==> config.mk <==
export PLATFORM = sky130hd
export DESIGN_NAME = flex_stp_word
export DESIGN_NICKNAME = d
export VERILOG_FILES = /design/src/rtl/flex_stp_pkg.sv /design/src/rtl/stp_bit_counter.sv /design/src/rtl/flex_stp_word.sv
export SDC_FILE = /design/constraint.sdc
export NUM_CORES = 1
export LEC_CHECK = 0
export ABC_AREA = 0
export CAP_MARGIN = 20
export CORE_MARGIN = 1.5
export CORE_UTILIZATION = 29
export CTS_BUF_LIST = sky130_fd_sc_hd__clkbuf_2 sky130_fd_sc_hd__clkbuf_4 sky130_fd_sc_hd__clkbuf_8
export DETAILED_ROUTE_END_ITERATION = 7
export SYNTH_ARGS = -nofsm -noshare
export SYNTH_HDL_FRONTEND = slang
export SYNTH_SLANG_ARGS = --single-unit
==> constraint.sdc <==
create_clock -name clk -period 2.1 [get_ports clk]
set_input_delay 0.525 -clock clk [delete_from_list [all_inputs] [get_ports clk]]
set_output_delay 0.525 -clock clk [all_outputs]
set_load 0.05 [all_outputs]
==> src/rtl/flex_stp_pkg.sv <==
// Shared types and constants for the flexible serial-to-parallel word receiver.
package flex_stp_pkg;

  typedef enum logic {HOLD_EMPTY, HOLD_FULL} hold_state_t;

  localparam int MAX_BITS = 32;

  // Idle-line fill pattern: the low 'width' bits set.
  function automatic logic [MAX_BITS-1:0] fill_ones(input int width);
    logic [MAX_BITS-1:0] v;
    v = '0;
    for (int i = 0; i < MAX_BITS; i++) begin
      if (i < width) v[i] = 1'b1;
    end
    return v;
  endfunction

endpackage

==> src/rtl/stp_bit_counter.sv <==
// Wrapping bit counter with enable, synchronous clear and a terminal-count strobe.
module stp_bit_counter #(
  parameter  int NUM_BITS = 8,
  localparam int CNT_W    = $clog2(NUM_BITS)
) (
  input  logic             clk,
  input  logic             rst,
  input  logic             enable,
  input  logic             clear,
  output logic [CNT_W-1:0] count,
  output logic             terminal
);

  localparam logic [CNT_W-1:0] LAST = CNT_W'(NUM_BITS - 1);

  assign terminal = enable && (count == LAST);

  // NOTE: sequential state uses non-blocking assignments so every flop samples pre-edge values.
  always_ff @(posedge clk) begin
    if (rst || clear) begin
      count <= '0;
    end else if (enable) begin
      count <= terminal ? '0 : count + CNT_W'(1);
    end
  end

endmodule

==> src/rtl/flex_stp_word.sv <==
// Serial-to-parallel word receiver: shift register, bit counter, one-entry
// valid/ready holding register and sticky overflow flag.
module flex_stp_word
  import flex_stp_pkg::*;
#(
  parameter  int NUM_BITS  = 8,
  parameter  int SHIFT_MSB = 1,
  localparam int CNT_W     = $clog2(NUM_BITS)
) (
  input  logic                clk,
  input  logic                rst,
  input  logic                shift_enable,
  input  logic                serial_in,
  input  logic                clear,
  output logic [NUM_BITS-1:0] parallel_out,
  output logic [CNT_W-1:0]    bit_count,
  output logic [NUM_BITS-1:0] word_data,
  output logic                word_valid,
  input  logic                word_ready,
  output logic                overflow,
  input  logic                overflow_clr
);

  localparam logic [NUM_BITS-1:0] FILL = NUM_BITS'(fill_ones(NUM_BITS));

  logic [NUM_BITS-1:0] sreg;
  logic [NUM_BITS-1:0] shifted;
  logic                step;
  logic                done;
  hold_state_t         state;

  // clear wins over shift_enable, so a bit arriving with clear never counts or completes a word.
  assign step = shift_enable & ~clear;

  generate
    if (SHIFT_MSB != 0) begin : g_msb
      assign shifted = {sreg[NUM_BITS-2:0], serial_in};
    end else begin : g_lsb
      assign shifted = {serial_in, sreg[NUM_BITS-1:1]};
    end
  endgenerate

  stp_bit_counter #(.NUM_BITS(NUM_BITS)) u_counter (
    .clk      (clk),
    .rst      (rst),
    .enable   (step),
    .clear    (clear),
    .count    (bit_count),
    .terminal (done)
  );

  always_ff @(posedge clk) begin
    if (rst || clear) begin
      sreg <= FILL;
    end else if (step) begin
      sreg <= shifted;
    end
  end

  always_ff @(posedge clk) begin
    if (rst) begin
      state     <= HOLD_EMPTY;
      word_data <= FILL;
      overflow  <= 1'b0;
    end else begin
      // Cleared first so a drop in the same cycle overrides it.
      if (overflow_clr) overflow <= 1'b0;
      case (state)
        HOLD_EMPTY: begin
          if (done) begin
            word_data <= shifted;
            state     <= HOLD_FULL;
          end
        end
        HOLD_FULL: begin
          if (done) begin
            if (word_ready) word_data <= shifted;
            else            overflow  <= 1'b1;
          end else if (word_ready) begin
            state <= HOLD_EMPTY;
          end
        end
        default: state <= HOLD_EMPTY;
      endcase
    end
  end

  assign parallel_out = sreg;
  assign word_valid   = (state == HOLD_FULL);

endmodule

=== After elaboration in Yosys (flattened, before gate mapping) ===
Index checks and enable logic that the tools add are counted.

* Multiplexer cells: 13
* Bitwise operators: 3
* Equal/unequal tests: 4
* Reductions and logical operators: 3
* Add/sub/neg operators: 1

{| class="wikitable"
|+ Operators with widths
! operator !! number
|-
| $mux 8 || 3
|-
| $pmux 8 s2 || 1
|-
| $mux 1 || 7
|-
| $ne 2x1->1 const B || 2
|-
| $add 3x1->3 const B || 1
|-
| $eq 3x3->1 const B || 1
|-
| $mux 3 || 1
|-
| $reduce_and 3->1 || 1
|-
| $ne 2x2->1 const B || 1
|-
| $not 1->1 || 2
|-
| $pmux 1 s2 || 1
|-
| $and 1x1->1 || 1
|-
| $logic_and 1x1->1 || 1
|-
| $logic_or 1x1->1 || 1
|}

* Register bits after elaboration: 21
* Output and inout bits: 21
* Bits of input ports: 7
* Word-level logic and storage cells: 29

=== Depth between registers and ports, before layout ===
Gate-level depths: netlist (run 1).

* Word-level depth: 5
* Gate-level depth with buffers: 6
* Mapped depth without buffers: 5

=== By module ===
From an unflattened synthesis (run 1), not the netlist that was laid out.

* Cells, all modules: 76
* Area, all modules: 820.8 um^2

{| class="wikitable"
|+ By module, submodules not included
! module !! cells each !! sequential area each (um^2) !! instances !! area an instance (um^2)
|-
| flex_stp_word || 62 || 360.3 || 1 || 665.6
|-
| stp_bit_counter || 14 || 60.1 || 1 || 155.1
|}

=== Worst setup path after synthesis (run 1) ===
No wires, ideal clock.

* Kind: reg2reg
* Start point: register u_counter.count[0]
* End point: register word_data[0]
* Required time: 1.980 ns
* Setup time: 0.120 ns
* Setup slack: 0.308 ns
* Arrival time: 1.672 ns
* Cell stages (with the launch flop): 6
* Clock period less this slack: 1.792 ns
* Path buffers: 0
* Cell sequence: dfxtp_1 ha_1 ha_1 and3b_1 nand2_1 a211o_1

* Cells in the longest elaborated chain, start to end: 4
* Elaborated cells on any way between the ends: 5
* Those cells by class: eq/ne (3); reduce/logical (2)

{| class="wikitable"
|+ Ends and longest elaborated chain
! item !! line !! text
|-
| start, declared || stp_bit_counter.sv:10 || <nowiki>output logic [CNT_W-1:0] count,</nowiki>
|-
| start signal, assigned || stp_bit_counter.sv:23 || <nowiki>count <= terminal ? '0 : count + CNT_W'(1);</nowiki>
|-
| $eq 3x3->1 * || stp_bit_counter.sv:16 || <nowiki>assign terminal = enable && (count == LAST);</nowiki>
|-
| $logic_and 1x1->1 * || stp_bit_counter.sv:16 ||
|-
| $ne 2x1->1 (no source line) || -- ||
|-
| $reduce_and 3->1 (no source line) * || -- ||
|-
| end signal, assigned || flex_stp_word.sv:71 || <nowiki>word_data <= shifted;</nowiki>
|-
| end signal, assigned || flex_stp_word.sv:77 || <nowiki>if (word_ready) word_data <= shifted;</nowiki>
|-
| end, declared || flex_stp_word.sv:17 || <nowiki>output logic [NUM_BITS-1:0] word_data,</nowiki>
|}

Every way passes the cells marked *; elsewhere a longest branch is shown, timed or not.
A chain may end at the register's enable or synchronous reset.

=== Final worst setup path (run 1) ===
* Start point: register sreg[4], in the netlist parallel_out[4]
* End point: output port parallel_out[4]

{| class="wikitable"
|+ RTL lines
! item !! line !! text
|-
| start, declared || flex_stp_word.sv:26 || <nowiki>logic [NUM_BITS-1:0] sreg;</nowiki>
|-
| start signal, assigned || flex_stp_word.sv:56 || <nowiki>sreg <= shifted;</nowiki>
|-
| end, declared || flex_stp_word.sv:15 || <nowiki>output logic [NUM_BITS-1:0] parallel_out,</nowiki>
|}

No word-level cell between the ends.

==> results of run 1 <==
==> kinds of logic (layout without fill, tap and decap cells) <==
family	count (synthesis)	after routing	share of synthesized area [%]
flip-flops	21	21	51.6
AND/OR/NAND/NOR	27	27	17.4
AO/OA/AOI/OAI	10	10	9.83
adder cells (fa/ha/maj)	2	2	3.07
buffers and inverters	5	37	4.61
multiplexers	11	11	13.5
==> Yosys cell counts (2+ instances only) <==
| cell type | instances | area share (%) |
|---|---|---|
| dfxtp_1 | 21 | 52 |
| mux2i_1 | 11 | 14 |
| nand2_1 | 9 | 4.1 |
| a211o_1 | 8 | 8.6 |
| and3_1 | 8 | 6.1 |
| nor3_1 | 3 | 1.8 |
| a21oi_1 | 2 | 1.2 |
| ha_1 | 2 | 3.1 |
| nand2b_1 | 2 | 1.5 |
| nor2_1 | 2 | 0.92 |
==> power by group through the flow <==
stage | logic [µW] | registers (µW) | clock network (µW)
3_5_place_dp | 49.8 | 411 | 0
5_1_grt | 53.4 | 403 | 235
3_3_place_gp | 49.7 | 411 | 0
2_1_floorplan | 19.7 | 418 | 0
6_report | 49.2 | 402 | 206
4_1_cts | 50.0 | 402 | 215
==> layout by cell type, fill, tap and decap left out, types with 3 or more instances in the layout <==
master,count
dfxtp_1,21
mux2i_1,11
nor3_1,3
a211o_1,8
clkbuf_4,4
and3_1,8
clkdlybuf4s50_1,20
buf_4,5
nand2_1,9
dlymetal6s2s_1,7
==> cell type report <==
class | instances | area share (%)
clock buffer | 4 | 2.56
timing repair buffer | 32 | 27.7
multi-input combinational | 50 | 30.4
inverter | 1 | 0.319
tap | 31 | 3.30
sequential | 21 | 35.8
==> how the worst min path moves through the flow <==
stage / slack [ps] / cells after the start / endpoint
after CTS: 490 / 1 / word_data[3]
after floorplan: 600 / 1 / u_counter.count[0]
after global routing: 500 / 1 / word_data[3]
final: 480 / 1 / word_data[3]
after global placement: 450 / 1 / word_data[3]
after detailed placement: 450 / 1 / word_data[1]
==> registers in the layout, summed over array words and instances, names as in the netlist <==
name,flops
word_valid,1
word_data,8
overflow,1
parallel_out,8
u_counter.count,3
==> metrics by stage <==
stage / utilization, % / hold WS, ps / power (µW) / instance area, µm² / cells
finish: 43.4 / 478 / 657 / 1170 / 139
global route: 43.4 / 503 / 691 / 1170 / 139
CTS: 42.7 / 485 / 668 / 1160 / 139
detailed placement: 41.6 / 453 / 461 / 1130 / 135
global placement: 41.6 / 453 / 461 / 1130 / 135
floorplan: - / 604 / 438 / 815 / 76
==> per-layer routing <==
layer | vias up | track usage (%) | wire, µm
li1 | 334 | - | -
met1 | 299 | 17.1 | 867
met2 | 20 | 18.0 | 775
met3 | 2 | 3.26 | 108
met4 | 0 | 4.08 | 16
met5 | - | 0 | 0
==> repair_timing <==
| item | 4_1_cts | 5_1_grt |
|---|---|---|
| gates resized for setup | 0 | 7 |
| setup endpoints to repair | 0 | 7 |
| buffers inserted | 0 | 0 |
==> run_results.csv, run 1 <==
group,metric,value,unit
status,status,"completed",
place,place_congestion,0.688,
logic_synthesis,syn_area,815,µm²
timing,fin_crit_sh,96.4,%
pwr,p_comb_share,7.5,%
logic_synthesis,ys.flop_type,"dfxtp_1",
critical_path,r2r_setup_slack,460,ps
routing,ant_nets,0,
grt,grt_first_pass_wirelength,3060,µm
logic_synthesis,syn_area_per_cell,10.7,µm²
logic_synthesis,synthArstFlopShare,0,%
timing,relSlewSlack,65.8,%
critical_path,startpoint_type,"register",
routing,drt_wl_total,1770,µm
logic_synthesis,synth_edf_count,0,
place,post-place-ws,193,ps
layout,diodes,0,
critical_path,slowest_stage,"clkdlybuf4s50_1",
critical_path,cpPeakStageDelay,810,ps
grt,grt_max_degree,14,
layout,nNetsFinal,118,
critical_path,path_max_fanout,4,
timing,finalSetupTns,0,ps
place,port_buffers,27,
pwr,p_int,512,µW
timing,worstMarginPinSlew,512,ps
run,drv_cap,0,
clocking,clk_pin_slew,110,ps
critical_path,critPathRequiredTime,1570,ps
clocking,numCtsBuffers,3,
routing,drc,0,
routing,initialDrtViolationCount,15,
pwr,power_leakage,0.000514,µW
critical_path,crit_chain,"clkdlybuf4s50_1",
timing,final-setup-viol-count,0,
timing,hold_violations,0,
hold_path,hold_path.class,"reg2reg",
critical_path,worst-path-stages,1,
hold_path,min_from,"word_data[3]",
routing,wl_per_cell,12.7,µm
critical_path,rr_worst_depth,6,
die,rows,19,
routing,drtPass1Iterations,4,
layout,drive_above_1_share,8.33,%
pwr,seqPwrFrac,61.2,%
timing,fmax,494,MHz
layout,syn_to_final_growth,44.2,%
grt,antenna_found_initial,0,
die,num_io_pins,28,
grt,grt_pass1_vias,652,
clocking,hold_buffers,0,
grt,overflow,0,
critical_path,critPathKind,"reg2out",
clocking,clock_path_buffers,2,
critical_path,crit_arrival,1500,ps
timing,rsz0062_at_grt,"false",
critical_path,path_buf_inv,1,
die,core_area,2710,µm²
critical_path,timing.rr.start,"u_counter.count[0]",
timing,postLayoutSetupSlackWorst,74.9,ps
pwr,power_switching,145,µW
routing,vias,655,
layout,multiInputGateArea,357,µm²
timing,finalClockSkew,5.08,ps
pwr,p_sw_share,22.1,%
pwr,peakVddDrop,0.416,mV
critical_path,crit_family,"buffers and inverters",
clocking,clkLatencyLatePin,300,ps
die,die_x,56.0,µm
clocking,cts_tree,"yes",
die,start_util,30.1,%
critical_path,end_kind,"output pin",
timing,slew_viol_final,0,
logic_synthesis,synthesis.nets,85,
logic_synthesis,synth_cell_types,18,
place,hpwl,1290,µm
pwr,pwr-share-clk,31.3,%
clocking,cts.sinks,21,
critical_path,crit_path_end,"parallel_out[4]",
layout,ff_latch_area,420,µm²
logic_synthesis,yosysSeqAreaShare,51.6,%
layout,fillers,285,
clocking,cts_root_buf,"clkbuf_4",
die,die_area,3140,µm²
die,die_height,56.0,µm
logic_synthesis,postSynthCellCount,76,
timing,period_minus_slack,2030,ps
critical_path,critPathLaunch,"parallel_out[4]",
pwr,powerDensity,559,nW/µm²
grt,grt_usage,12.1,%
routing,via_per_inst,4.71,
clocking,h-tree-depth,1,
logic_synthesis,ys_warn_count,0,
critical_path,rr_endpoint,"word_data[1]",
logic_synthesis,synth_seq_cells,21,
(Power assumes the default switching activity.)
==> run 2: changes to the inputs <==
==> constraint.sdc (replaced) <==
create_clock -name clk -period 1.79 [get_ports clk]
set_input_delay 0.4475 -clock clk [delete_from_list [all_inputs] [get_ports clk]]
set_output_delay 0.4475 -clock clk [all_outputs]
set_load 0.05 [all_outputs]
==> run_results.csv, run 2 (synthesis gave the netlist of run 1 again) <==
group,metric,value,unit
status,status,"completed",
place,dp.cells,137,
clocking,cts_root_buf,"clkbuf_4",
clocking,numCtsBuffers,3,
die,die_x,56.0,µm
grt,grt_max_degree,12,
timing,fin_crit_sh,92.5,%
critical_path,rr_worst_depth,5,
layout,diodes,0,
layout,syn_to_final_growth,37.9,%
critical_path,r2r_setup_slack,130,ps
grt,grtUsageMet3,3.49,%
timing,slew_viol_final,0,
hold_path,hold_path.class,"reg2reg",
place,post-place-ws,-172,ps
routing,vias,674,
routing,initialDrtViolationCount,4,
place,port_buffers,27,
die,die_area,3140,µm²
grt,grt_first_pass_wirelength,3070,µm
timing,relSlewSlack,80.3,%
grt,top_usage_layer,"met2",
timing,worstMarginPinSlew,294,ps
pwr,powerDensity,688,nW/µm²
grt,grt_usage,12.8,%
timing,period_minus_slack,1660,ps
critical_path,path_max_fanout,10,
critical_path,timing.rr.start,"u_counter.count[0]",
clocking,h-tree-depth,1,
clocking,cts.sinks,21,
place,place_congestion,0.784,
clocking,clock_path_buffers,2,
timing,hold_violations,0,
grt,grt_pass1_vias,661,
clocking,clk_pin_slew,110,ps
hold_path,min_from,"overflow",
layout,fillers,293,
clocking,clkLatencyLatePin,300,ps
die,start_util,30.1,%
timing,whs,478,ps
grt,grt.met2_usage,20.5,%
routing,drt_wl_total,1830,µm
routing,drc,0,
layout,ff_latch_area,422,µm²
hold_path,hold_end,"overflow",
layout,nNetsFinal,120,
layout,final_area,1120,µm²
critical_path,end_kind,"register",
pwr,peakVddDrop,0.354,mV
routing,wl_per_cell,13.0,µm
critical_path,startpoint_type,"register",
hold_path,whs_path_depth,2,
layout,mostFrequentLayoutCells,"buf_4, dfxtp_1, mux2i_1",
layout,drive_above_1_share,30.9,%
grt,overflow,0,
critical_path,crit_arrival,1850,ps
layout,layoutNonFillerInstCount,141,
die,core_area,2710,µm²
timing,finalClockSkew,4.31,ps
pwr,power,773,µW
place,placed_area,1090,µm²
die,die_height,56.0,µm
timing,final-setup-viol-count,0,
pwr,power_leakage,0.000515,µW
run,drv_cap,0,
timing,rsz0062_at_grt,"false",
grt,met1_usage,15.8,%
grt,antenna_found_initial,0,
critical_path,rr_endpoint,"word_data[5]",
routing,ant_nets,0,
routing,drtPass1Iterations,2,
timing,postLayoutSetupSlackWorst,135,ps
critical_path,critPathKind,"reg2reg",
routing,via_per_inst,4.78,
critical_path,critPathRequiredTime,1990,ps
layout,multiInputGateArea,359,µm²
timing,fmax,604,MHz
place,hpwl,1360,µm
die,num_io_pins,28,
layout,layout_commonest_cell,"buf_4",
die,rows,19,
clocking,cts_tree,"yes",
run 2: cell count changes in the layout (fill, tap and decap cells not counted), sizes merged:
| cell | change |
|---|---|
| buf | +23 |
| clkdlybuf4s50 | -14 |
| dlymetal6s2s | -7 |
run 2: how the worst max path moves through the flow:
| stage | from | endpoint | slack [ps] | depth (start not counted) |
|---|---|---|---|---|
| after global routing | u_counter.count[1] | word_data[7] | 20 | 5 |
| after CTS | u_counter.count[0] | word_data[3] | 50 | 5 |
| final | u_counter.count[0] | word_data[5] | 130 | 5 |
| after detailed placement | clear | word_data[3] | -170 | 4 |
| after global placement | clear | word_data[1] | -120 | 4 |
| after floorplan | u_counter.count[1] | word_data[0] | 10 | 5 |
run 2: power breakdown:
group	internal [µW]	leakage [µW]	switching, µW
logic	29.5	0.000326	29.3
clock network	102	0.0000184	139
registers	470	0.000170	2.61
total	601	0.000515	171
run 2: critical path, cell delays in order (launching register included):
cell and delay (ps):
dfxtp_2 370, ha_1 160, ha_1 180, and3b_1 340
nand2_2 180, a211o_1 320
run 2: final cells by class:
| type | instances | area share, % |
|---|---|---|
| Clock buffer | 4 | 2.67 |
| Tap cell | 31 | 3.45 |
| Inverter | 1 | 0.334 |
| Timing Repair Buffer | 34 | 24.1 |
| Multi-Input combinational cell | 50 | 32.0 |
| Sequential cell | 21 | 37.5 |
run 2: what timing repair did:
item / CTS / global route
endpoints found under the setup margin: 0 / 8
hold buffers: 0 / 0
resized for setup: 0 / 1
setup buffers: 0 / 0
run 2: per-layer routing:
metal	share of wire [%]	vias to the layer above
li1	-	339
met1	46	312
met2	48	19
met3	5.0	4
met4	1.1	0
met5	0	-
run 2: per-stage QoR:
step	setup TNS, ps	util, %
after floorplan	0	-
after global placement	-877	40.3
after detailed placement	-1310	40.3
after CTS	0	41.4
after global routing	0	41.5
final	0	41.5
